===== config.mk =====
export PLATFORM = sky130hd
export DESIGN_NAME = flo_norm_seq
export DESIGN_NICKNAME = d
export VERILOG_FILES = /design/src/rtl/flo_norm_seq.sv
export SDC_FILE = /design/constraint.sdc
export NUM_CORES = 1
export LEC_CHECK = 0
export CORE_ASPECT_RATIO = 0.9
export CORE_MARGIN = 4
export CORE_UTILIZATION = 40
export DETAILED_ROUTE_END_ITERATION = 7
export GPL_TIMING_DRIVEN = 0
export HOLD_SLACK_MARGIN = 0.15
export PLACE_DENSITY = 0.73
export SLEW_MARGIN = 0
export SYNTH_ARGS = -nofsm -noshare
export SYNTH_HDL_FRONTEND = slang
export SYNTH_SLANG_ARGS = --single-unit

===== constraint.sdc =====
create_clock -name clk -period 8.6 [get_ports clk]
set_input_delay 1.72 -clock clk [delete_from_list [all_inputs] [get_ports clk]]
set_output_delay 1.72 -clock clk [all_outputs]
set_load 0.02 [all_outputs]

===== src/rtl/flo_norm_seq.sv =====
// flo_norm_seq
// Iterative leading-one normalizer. A wide mantissa is accepted over a
// valid/ready handshake. It is scanned MSB-first, one CHUNK-bit slice per
// cycle, by a narrow leading-one detector. The word is then shifted left so
// that its MSB is 1. The shifted word and the shift count are returned over
// a second valid/ready handshake.
//
// Ports
//   clk        rising-edge clock
//   rst        asynchronous active-high reset
//   in_valid   input word valid
//   in_ready   high only while idle (state decode)
//   in_data    N-bit mantissa to normalize
//   out_valid  result valid; high only in DONE
//   out_ready  consumer accepts result
//   out_data   in_data << out_shift (registered)
//   out_shift  leading-zero count, 0..N (registered)
//   out_zero   input word was all zeros (registered)
//
// Optional build macro: FLO_NORM_SEQ_ZERO_DET_EN
//   When defined, a full-width OR-reduce of the input is registered at
//   acceptance. Zero words then skip the scan and complete in one edge.

module flo_norm_seq #(
    parameter int N     = 64,
    parameter int CHUNK = 16,
    parameter int E_W   = $clog2(N) + 1
) (
    input  logic           clk,
    input  logic           rst,
    input  logic           in_valid,
    output logic           in_ready,
    input  logic [N-1:0]   in_data,
    output logic           out_valid,
    input  logic           out_ready,
    output logic [N-1:0]   out_data,
    output logic [E_W-1:0] out_shift,
    output logic           out_zero
);

    localparam int M  = N / CHUNK;
    localparam int KW = $clog2(M);
    localparam int CW = $clog2(CHUNK);

    typedef enum logic [1:0] {IDLE, SCAN, SHIFT, DONE} state_t;

    state_t         state, state_n;
    logic [N-1:0]   data, data_n;
    logic [KW-1:0]  k, k_n;
    logic [N-1:0]   od_n;
    logic [E_W-1:0] os_n;
    logic           oz_n, ov_n;

    logic [CHUNK-1:0] slice;
    logic [CW-1:0]    lz;
    logic [E_W-1:0]   kbase;
    logic             zero_fast;

`ifdef FLO_NORM_SEQ_ZERO_DET_EN
    logic nz, nz_n;
    assign zero_fast = ~nz;
`else
    assign zero_fast = 1'b0;
`endif

    assign in_ready = (state == IDLE);

    // Current slice, MSB-first: slice k covers data[N-1-k*CHUNK -: CHUNK].
    assign slice = data[(N-1) - int'(k)*CHUNK -: CHUNK];

    // Bit offset of the slice start: k*CHUNK, formed by concatenation.
    assign kbase = E_W'({k, {CW{1'b0}}});

    // Narrow leading-one detector. The ascending loop lets the highest set
    // bit win, which gives the leading-zero count of the slice.
    always_comb begin
        lz = '0;
        for (int i = 0; i < CHUNK; i++) begin
            if (slice[i]) lz = CW'(CHUNK - 1 - i);
        end
    end

    always_comb begin
        state_n = state;
        data_n  = data;
        k_n     = k;
        od_n    = out_data;
        os_n    = out_shift;
        oz_n    = out_zero;
        ov_n    = out_valid;
`ifdef FLO_NORM_SEQ_ZERO_DET_EN
        nz_n    = nz;
`endif
        case (state)
            IDLE: begin
                if (in_valid) begin
                    data_n  = in_data;
                    k_n     = '0;
                    oz_n    = 1'b0;
`ifdef FLO_NORM_SEQ_ZERO_DET_EN
                    nz_n    = |in_data;
`endif
                    state_n = SCAN;
                end
            end
            SCAN: begin
                if (zero_fast || (slice == '0 && k == KW'(M - 1))) begin
                    os_n    = E_W'(N);
                    oz_n    = 1'b1;
                    od_n    = '0;
                    ov_n    = 1'b1;
                    state_n = DONE;
                end else if (slice != '0) begin
                    // Maximum is N-1 for a nonzero word, so E_W bits suffice.
                    os_n    = kbase + E_W'(lz);
                    state_n = SHIFT;
                end else begin
                    k_n = k + KW'(1);
                end
            end
            SHIFT: begin
                od_n    = data << out_shift;
                ov_n    = 1'b1;
                state_n = DONE;
            end
            DONE: begin
                if (out_ready) begin
                    ov_n    = 1'b0;
                    state_n = IDLE;
                end
            end
            default: state_n = IDLE;
        endcase
    end

    always_ff @(posedge clk or posedge rst) begin
        if (rst) begin
            state     <= IDLE;
            data      <= '0;
            k         <= '0;
            out_data  <= '0;
            out_shift <= '0;
            out_zero  <= 1'b0;
            out_valid <= 1'b0;
`ifdef FLO_NORM_SEQ_ZERO_DET_EN
            nz        <= 1'b0;
`endif
        end else begin
            state     <= state_n;
            data      <= data_n;
            k         <= k_n;
            out_data  <= od_n;
            out_shift <= os_n;
            out_zero  <= oz_n;
            out_valid <= ov_n;
`ifdef FLO_NORM_SEQ_ZERO_DET_EN
            nz        <= nz_n;
`endif
        end
    end

endmodule

; ---- Word level (Yosys, flattened, before mapping)
; Cells that the tools add are included.
[word_totals]
regBits = 141
word_cells = 71
input_bits = 68
output_inout_bits = 74
[classes]
mux = 34
eq_ne = 10
n_shift = 2
n_addsub = 3
n_reduce_logical = 15
[op_table]
columns = op, count
row1 = $pmux 64 s2, 1
row2 = $shiftx 79x7->16, 1
row3 = $mux 4, 16
row4 = $mux 64, 1
row5 = $shl 64x7->64, 1
row6 = $logic_not 16->1, 1
row7 = $reduce_bool 16->1, 1
row8 = $mux 2, 7
row9 = $mux 7, 2
row10 = $ne 2x2->1 const B, 5
row11 = $reduce_and 3->1, 3
row12 = $pmux 2 s4, 1
row13 = $add 6x4->7, 1
row14 = $sub 6x6->7 const A, 1
row15 = $eq 2x2->1 const B, 3
row16 = $reduce_and 2->1, 3
row17 = $reduce_bool 2->1, 3
row18 = $pmux 2 s2, 1
row19 = $reduce_and 4->1, 1
row20 = $mux 1, 3
row21 = $ne 3x3->1 const B, 1
row22 = $pmux 1 s3, 1
row23 = $reduce_bool 3->1, 1
row24 = $add 2x1->2 const B, 1
row25 = 4 further kinds, 4

; ---- Logic depth before layout (Yosys ltp)
; Gate-level depths: netlist of the first run.
[depth]
depth_word = 21
depth_mapped = 11
ltp_nobuf = 8

; ---- Worst setup path before layout of the first run
; No wires, ideal clock.
[synth_path]
path_kind = register to register
from = register out_shift[1]
to = register out_data[52]
path_slack_ps = 5511
arrival_ps = 2968
required_ps = 8479
stages_incl_launch_ff = 12
period_less_slack_ps = 3089
setup_ps = 121
n_path_buf = 5
cell_sequence = dfrtp_1 clkbuf_1 buf_1 buf_2 clkbuf_1 buf_2 mux4_2 a22oi_1 o221ai_1 nand2_1 o221ai_1 a22o_1
[synth_via]
elab_chain_len = 2
[synth_rtl]
columns = element, line
row1 = from (decl), 37  ; output logic [E_W-1:0] out_shift,
row2 = from (signal assigned), 153  ; out_shift <= os_n;
row3 = $shl 64x7->64, 122  ; od_n = data << out_shift;
row4 = $pmux 64 s2, 94  ; case (state)
row5 = to (signal assigned), 152  ; out_data <= od_n;
row6 = to (decl), 36  ; output logic [N-1:0] out_data,
; No other way between the ends.
; A chain may end at the register's enable or synchronous reset.

; ---- Final worst setup path of the first run
[layout_path]
from = register k[1]
to = register out_data[18]
[layout_via]
elab_chain_len = 6
elab_cells_between_ends = 7
cone_classes = add/sub (1) / eq/ne (2) / shift (1) / reduce/logical (3)
[layout_rtl]
columns = element, line
row1 = from (decl), 49  ; logic [KW-1:0] k, k_n;
row2 = from (signal assigned), 151  ; k <= k_n;
row3 = $sub 6x6->7, 69  ; assign slice = data[(N-1) - int'(k)*CHUNK -: CHUNK];
row4 = $shiftx 79x7->16, 69
row5 = $logic_not 16->1, 107  ; if (zero_fast || (slice == '0 && k == KW'(M - 1))) begin
row6 = $logic_and 1x1->1 *, 107
row7 = $ne 2x2->1 (no line) *, --
row8 = $reduce_and 2->1 (no line) *, --
; Mark *: on every way between the ends. The rest lies on a longest branch, timed or not.

==> reports/results.tsv, run 1 <==
metric	value	unit
cells_along_the_critical_path	buf_2 -> buf_1 -> mux4_2 -> or4_1 -> nor4_4 -> a22oi_1 -> clkbuf_1 -> clkbuf_1 -> nand2_1 -> o31ai_1	
ys_seq_elements	141	
count_of_cell_types_in_the_netlist	64	
number_of_global_route_vias_before_repair	8442	
netsw	3.02	mW
fin_total_pwr	6.28	mW
route.final.wire_length	35.8	mm
core_area	24500	um^2
groute.usage.overall	25.8	%
seq_power_share	23.1	%
wp_data_required	8.89	ns
fillers	2232	
synth_area	10000	um^2
route.detailed.wl_per_inst	26.3	um
yosys-top-cells-area	sky130_fd_sc_hd__dfrtp_1 35%, sky130_fd_sc_hd__mux4_2 20%, sky130_fd_sc_hd__mux2_2 12%, sky130_fd_sc_hd__mux2i_1 6.0%, sky130_fd_sc_hd__nand2_1 3.0%	
cp-start-kind	register	
cts_buffers	17	
power.share.clock	11.8	%
cts_setup_buffers	0	
report.final.hold_viol_count	0	
pre_cts_slack	4.73	ns
antenna_found_initial	0	
cellPowerDensity	503	nW/um^2
rsz_0062_raised_after_global_routing	false	
die_w	175	um
drt_drc_violations_left	0	
tritoncts	built	
outcome	complete, no violations	
cts-hold-fix-buffers	0	
synthesis.area_per_instance	11.8	um^2
critPathCaptureType	register	
clock_latency	0.44	ns
worst_slew_margin_rel	33.8	%
worst_slack	4.70	ns
number_of_maximum_capacitance_violations	0	
htree_num_levels	4	
timing.fmax	257	MHz
areaGrowthSynthToFinish	24.4	%
grt_max_degree	81	
synth-main-ff-cell	sky130_fd_sc_hd__dfrtp_1	
finalNetCount	1087	
synth-edff-count	0	
leakagePower	4.85	nW
critical_path.max_fanout	10	
r2r_slack	4.70	ns
finalCoreUtilization	51.0	%
resize_count_post_cts	0	
fin_hold_ws	0.479	ns
design.die.area	27700	um^2
vdd_ir_drop_max	0.167	mV
timing.final.crit_share	45.3	%
drtIter0Drc	1127	
synth.yosys.seq_area_share	35.2	%
netlist_instances	853	
dp.final_hpwl	27.9	mm
hold_path.class	register to register	
classification_of_the_worst_setup_path	register to register	
sw_frac_of_total	48.1	%
critical_path.max_stage_delay	0.58	ns
row_count	54	
cts.path.max_buffers	2	
ys.warnings.count	0	
final.setup.tns	0	ns
drt-pass1-iter-count	6	
cts_num_sinks	141	
synth_top_cell_by_area	sky130_fd_sc_hd__dfrtp_1	
worst_path_max_delay_cell	sky130_fd_sc_hd__or4_1	
final-setup-viol-count	0	
fin_crit	3.90	ns
die_height	158	um
finalMaxSlewViolations	0	
async_flop_share	100	%
critical_path_arrival	4.19	ns
synth.cells.most_frequent	141 x sky130_fd_sc_hd__dfrtp_1, 111 x sky130_fd_sc_hd__mux2_2, 88 x sky130_fd_sc_hd__mux4_2	
io_buffer_count	141	
max_slew.worst_pin.slew	0.991	ns
internal_power_component	3.26	mW
layout-drive-gt1-share	25.2	%
grt_pass1_wl	53.9	mm
pin_count	142	
gp_routability_congestion	1.00	
vias	8680	
root_buffer	sky130_fd_sc_hd__clkbuf_16	
critical_path.most_common_cell	sky130_fd_sc_hd__clkbuf_1	
clkTransAtPathRegs	0.06	ns
route.antenna.remaining_nets	0	
comb_power_share	65.1	%
vias_per_inst	6.37	
grt-ovfl-total	0	
synth_top_cell_area_share	35.2	%
synth_nets	926	
timing.clock.skew	0.00977	ns
yosysMostFrequentCell	sky130_fd_sc_hd__dfrtp_1	
floorplan.initialDensity	41.0	%
-- kinds of logic after synthesis --
logic type	synth area share [%]
and+or+nand+nor	8.52
DFF	35.2
muxes	38.3
AOI/OAI and AO/OA	13.5
adders and majority gates	0.624
buffers and inverters	3.86
-- final cells by class --
type	instances	area, um^2	area share (%)
well taps	336	420	3.37
diodes	1	2.50	0.0201
clock buffers	19	433	3.47
flip-flops and latches	141	3530	28.3
plain buffers	79	334	2.68
clock inverters	11	146	1.17
inverters	14	57.6	0.461
repair buffers	142	1440	11.5
multi-input cells	619	6110	49.0
-- path summary, 6_finish.rpt --
check                      cells after the start                      from                       end
setup / recovery                              10          k[1]$_DFFE_PP0P_  out_data[18]$_DFFE_PP0P_
hold / removal                                 2  out_data[15]$_DFFE_PP0P_  out_data[15]$_DFFE_PP0P_
setup reg to reg                              10          k[1]$_DFFE_PP0P_  out_data[18]$_DFFE_PP0P_
hold reg to reg                                2  out_data[15]$_DFFE_PP0P_  out_data[15]$_DFFE_PP0P_
max in group asynchronous                      3                       rst      data[43]$_DFFE_PP0P_
min in group asynchronous                      2                       rst  out_data[12]$_DFFE_PP0P_
-- power groups by stage --
stage	Sequential (mW)	Clock, mW	Combinational, mW
after CTS	1.42	0.753	4.01
after detailed placement	1.42	0	3.98
after floorplan	1.35	0	2.61
final	1.45	0.742	4.08
after global routing	1.47	0.785	4.30
after global placement	1.41	0	3.97
-- worst max-delay path: cells and delay by family, from the launching register on --
| kind | cells | cell delay (ns) |
|---|---|---|
| flops | 1 | 0.34 |
| buf+inv | 4 | 1.43 |
| compound gates | 2 | 0.42 |
| mux | 1 | 0.43 |
| simple gates | 3 | 1.12 |
-- per-layer routing --
layer  wire (um)  share of wire (%)  global-route usage (%)  up-vias
met5           0                  0                       0        -
met2       16000                 45                    40.1      597
li1            -                  -                       -     3667
met3        3520                9.8                    5.95       94
met1       15000                 42                    35.4     4322
met4        1330                3.7                    10.1        0
-- flip-flops by register name, indices dropped and copies added, names as in the netlist --
| signal | count |
|---|---|
| out_valid | 1 |
| out_shift | 7 |
| out_zero | 1 |
| state | 2 |
| k | 2 |
| out_data | 64 |
| data | 64 |
-- cells in the final DEF (no fill, tap or decap), types with 4 or more instances in the layout --
cell,netlist,layout
sky130_fd_sc_hd__clkdlybuf4s50_1,0,141
sky130_fd_sc_hd__a21oi_1,10,10
sky130_fd_sc_hd__nor2_1,31,31
sky130_fd_sc_hd__o22a_1,6,6
sky130_fd_sc_hd__inv_1,13,12
sky130_fd_sc_hd__dfrtp_1,141,141
sky130_fd_sc_hd__or2_2,7,7
sky130_fd_sc_hd__a22o_1,30,30
sky130_fd_sc_hd__o221ai_1,16,16
sky130_fd_sc_hd__nor2b_1,6,6
sky130_fd_sc_hd__mux2i_1,60,60
sky130_fd_sc_hd__nand3b_1,5,5
sky130_fd_sc_hd__o22ai_1,9,9
sky130_fd_sc_hd__nand3_1,5,5
sky130_fd_sc_hd__buf_2,9,9
sky130_fd_sc_hd__mux4_2,88,88
sky130_fd_sc_hd__mux2_2,111,111
sky130_fd_sc_hd__o211ai_1,7,7
sky130_fd_sc_hd__nand2b_1,16,16
sky130_fd_sc_hd__o21ai_0,30,30
sky130_fd_sc_hd__a22oi_1,6,6
sky130_fd_sc_hd__clkbuf_16,0,17
sky130_fd_sc_hd__o31ai_1,30,30
sky130_fd_sc_hd__ha_1,5,5
sky130_fd_sc_hd__nor3_1,4,4
sky130_fd_sc_hd__nand2_1,79,79
sky130_fd_sc_hd__buf_1,14,14
sky130_fd_sc_hd__clkbuf_1,52,54
-- per-stage QoR --
| stage | cell area, um^2 | instances |
|---|---|---|
| 3_3_place_gp | 11900 | 1330 |
| 2_1_floorplan | 10000 | 853 |
| 3_5_place_dp | 11900 | 1331 |
| 4_1_cts | 12500 | 1361 |
| 6_report | 12500 | 1362 |
| 5_1_grt | 12500 | 1361 |
(Power assumes the default switching activity.)
==> run 2, diff against run 1 <==
Clock period 8.6 ns to 4.1 ns, I/O delays scaled along.
==> reports/results.tsv, run 2 (synthesis gave the netlist of run 1 again) <==
metric	value	unit
outcome	complete, no violations	
worst_path_max_delay_cell	sky130_fd_sc_hd__a222oi_1	
resize_count_post_cts	0	
groute.usage.overall	26.1	%
vdd_ir_drop_max	0.383	mV
cts-hold-fix-buffers	0	
critical_path.most_common_cell	sky130_fd_sc_hd__clkbuf_1	
netsw	6.33	mW
finalMaxSlewViolations	0	
grt-ovfl-total	0	
layout-drive-gt1-share	25.7	%
cells_along_the_critical_path	clkbuf_1 -> clkbuf_1 -> buf_1 -> nor2_1 -> a222oi_1 -> mux2_2 -> o21ai_0 -> a22o_1	
timing.clock.skew	0.0102	ns
worst_r2r_path_depth	8	
tritoncts	built	
grt_max_degree	45	
critPathCaptureType	register	
wp_data_required	4.42	ns
route.antenna.remaining_nets	0	
classification_of_the_worst_setup_path	register to register	
drtIter0Drc	1105	
r2r_start	out_shift[3]$_DFFE_PP0P_	
comb_power_share	64.1	%
fin_crit	3.93	ns
row_count	54	
timing.final.crit_share	95.8	%
worst_slew_margin_rel	35.2	%
leakagePower	4.91	nW
min_delay_worst_endpoint	out_data[12]$_DFFE_PP0P_	
finalInstanceArea	12600	um^2
drt_drc_violations_left	0	
floorplan.initialDensity	41.0	%
vias_per_inst	6.28	
dp.final_hpwl	28.3	mm
htree_num_levels	4	
gp_routability_congestion	1.03	
report.final.hold_viol_count	0	
die_w	175	um
detailroute.wirelength.met3	3.12	mm
cts_num_sinks	141	
critical_path_arrival	4.25	ns
route.final.wire_length	35.8	mm
whs_path_depth	1	
areaGrowthSynthToFinish	25.5	%
hold_path.class	register to register	
finalNetCount	1088	
final.setup.tns	0	ns
r2r_slack	0.17	ns
cts.path.max_buffers	2	
route.detailed.wl_per_inst	26.2	um
max_slew.worst_pin.slew	0.965	ns
grt_pass1_wl	54.8	mm
worst_r2r_endpoint	out_data[58]$_DFFE_PP0P_	
holdCritStartpoint	out_data[12]$_DFFE_PP0P_	
number_of_global_route_vias_before_repair	8582	
fin_hold_ws	0.474	ns
internal_power_component	7.01	mW
register_area	3530	um^2
clkTransAtPathRegs	0.06	ns
layout_common_cells	141 x sky130_fd_sc_hd__dfrtp_1, 141 x sky130_fd_sc_hd__clkdlybuf4s50_1, 111 x sky130_fd_sc_hd__mux2_2	
final-setup-viol-count	0	
antenna_found_initial	0	
design.die.area	27700	um^2
seq_power_share	22.7	%
place_area	11900	um^2
clock_latency	0.44	ns
fillers	2187	
fin_total_pwr	13.3	mW
io_buffer_count	141	
drt-pass1-iter-count	5	
dr_wl_met2	15.8	mm
cp-start-kind	register	
rsz_0062_raised_after_global_routing	false	
die_height	158	um
power.share.clock	13.2	%
cts_setup_buffers	0	
pin_count	142	
highest_layer	met4	
wirelength_met1	15.6	mm
place.detailed.instances	1333	
core_area	24500	um^2
number_of_maximum_capacitance_violations	0	
vias	8566	
critical_path.max_fanout	10	
largestRegisters	data (64), out_data (64), out_shift (7)	
cts_buffers	17	
critical_path.max_stage_delay	0.87	ns
cellPowerDensity	1060	nW/um^2
sw_frac_of_total	47.5	%
finalNonFillerCells	1365	
root_buffer	sky130_fd_sc_hd__clkbuf_16	
timing.fmax	254	MHz
multi_input_comb_area	6110	um^2
[run 2: cell count changes in the layout (fill, tap and decap cells not counted), moves of 2 or more]
cell                        before  now
sky130_fd_sc_hd__clkbuf_8        0    2
sky130_fd_sc_hd__clkinv_4        3    1
sky130_fd_sc_hd__inv_6           1    4
sky130_fd_sc_hd__buf_1          14   12
sky130_fd_sc_hd__bufinv_16       3    5
sky130_fd_sc_hd__clkinv_2        3    1
sky130_fd_sc_hd__buf_12          0    3
[run 2: how the worst max path moves through the flow]
stage                                   startpoint  slack [ns]                        to  cells past startpoint
after floorplan           out_shift[1]$_DFFE_PP0P_        1.01  out_data[52]$_DFFE_PP0P_                     11
after global placement            k[1]$_DFFE_PP0P_        0.27  out_data[10]$_DFFE_PP0P_                     10
after detailed placement          k[1]$_DFFE_PP0P_        0.27  out_data[20]$_DFFE_PP0P_                     10
after CTS                         k[1]$_DFFE_PP0P_        0.25  out_data[18]$_DFFE_PP0P_                     10
after global routing      out_shift[3]$_DFFE_PP0P_        0.07  out_data[58]$_DFFE_PP0P_                      8
final                     out_shift[3]$_DFFE_PP0P_        0.17  out_data[58]$_DFFE_PP0P_                      8
[run 2: final cells by class]
cell class / count / share of cell area, %
clock buffers: 20 / 3.63
inverters: 14 / 0.447
clock inverters: 12 / 1.64
plain buffers: 78 / 2.63
well taps: 336 / 3.34
repair buffers: 144 / 11.7
diodes: 1 / 0.0199
multi-input cells: 619 / 48.6
flip-flops and latches: 141 / 28.0
[run 2: worst max-delay path: cells and delay by family, from the launching register on]
| kind | cells | cell delay [ns] |
|---|---|---|
| AOI/OAI and AO/OA | 3 | 1.19 |
| muxes | 1 | 0.31 |
| buffers and inverters | 3 | 1.55 |
| and+or+nand+nor | 1 | 0.34 |
| DFF | 1 | 0.40 |
[run 2: routing by layer]
| metal | global-route usage [%] | vias to the layer above |
|---|---|---|
| met2 | 40.1 | 534 |
| met3 | 5.01 | 69 |
| met4 | 9.69 | 0 |
| met1 | 37.1 | 4282 |
| met5 | 0 | - |
| li1 | - | 3681 |
[run 2: power groups by stage]
stage               clock network [mW]  registers [mW]  logic (mW)
finish                            1.76            3.03        8.55
global route                      1.84            3.07        9.07
CTS                               1.78            2.96        8.41
detailed placement                   0            2.98        8.36
global placement                     0            2.97        8.32
floorplan                            0            2.83        5.46
[run 2: stage by stage]
step / setup WS (ns) / utilization (%)
floorplan: 1.01 / -
global placement: 0.274 / 48.5
detailed placement: 0.268 / 48.7
CTS: 0.247 / 51.5
global route: 0.0712 / 51.4
finish: 0.170 / 51.5
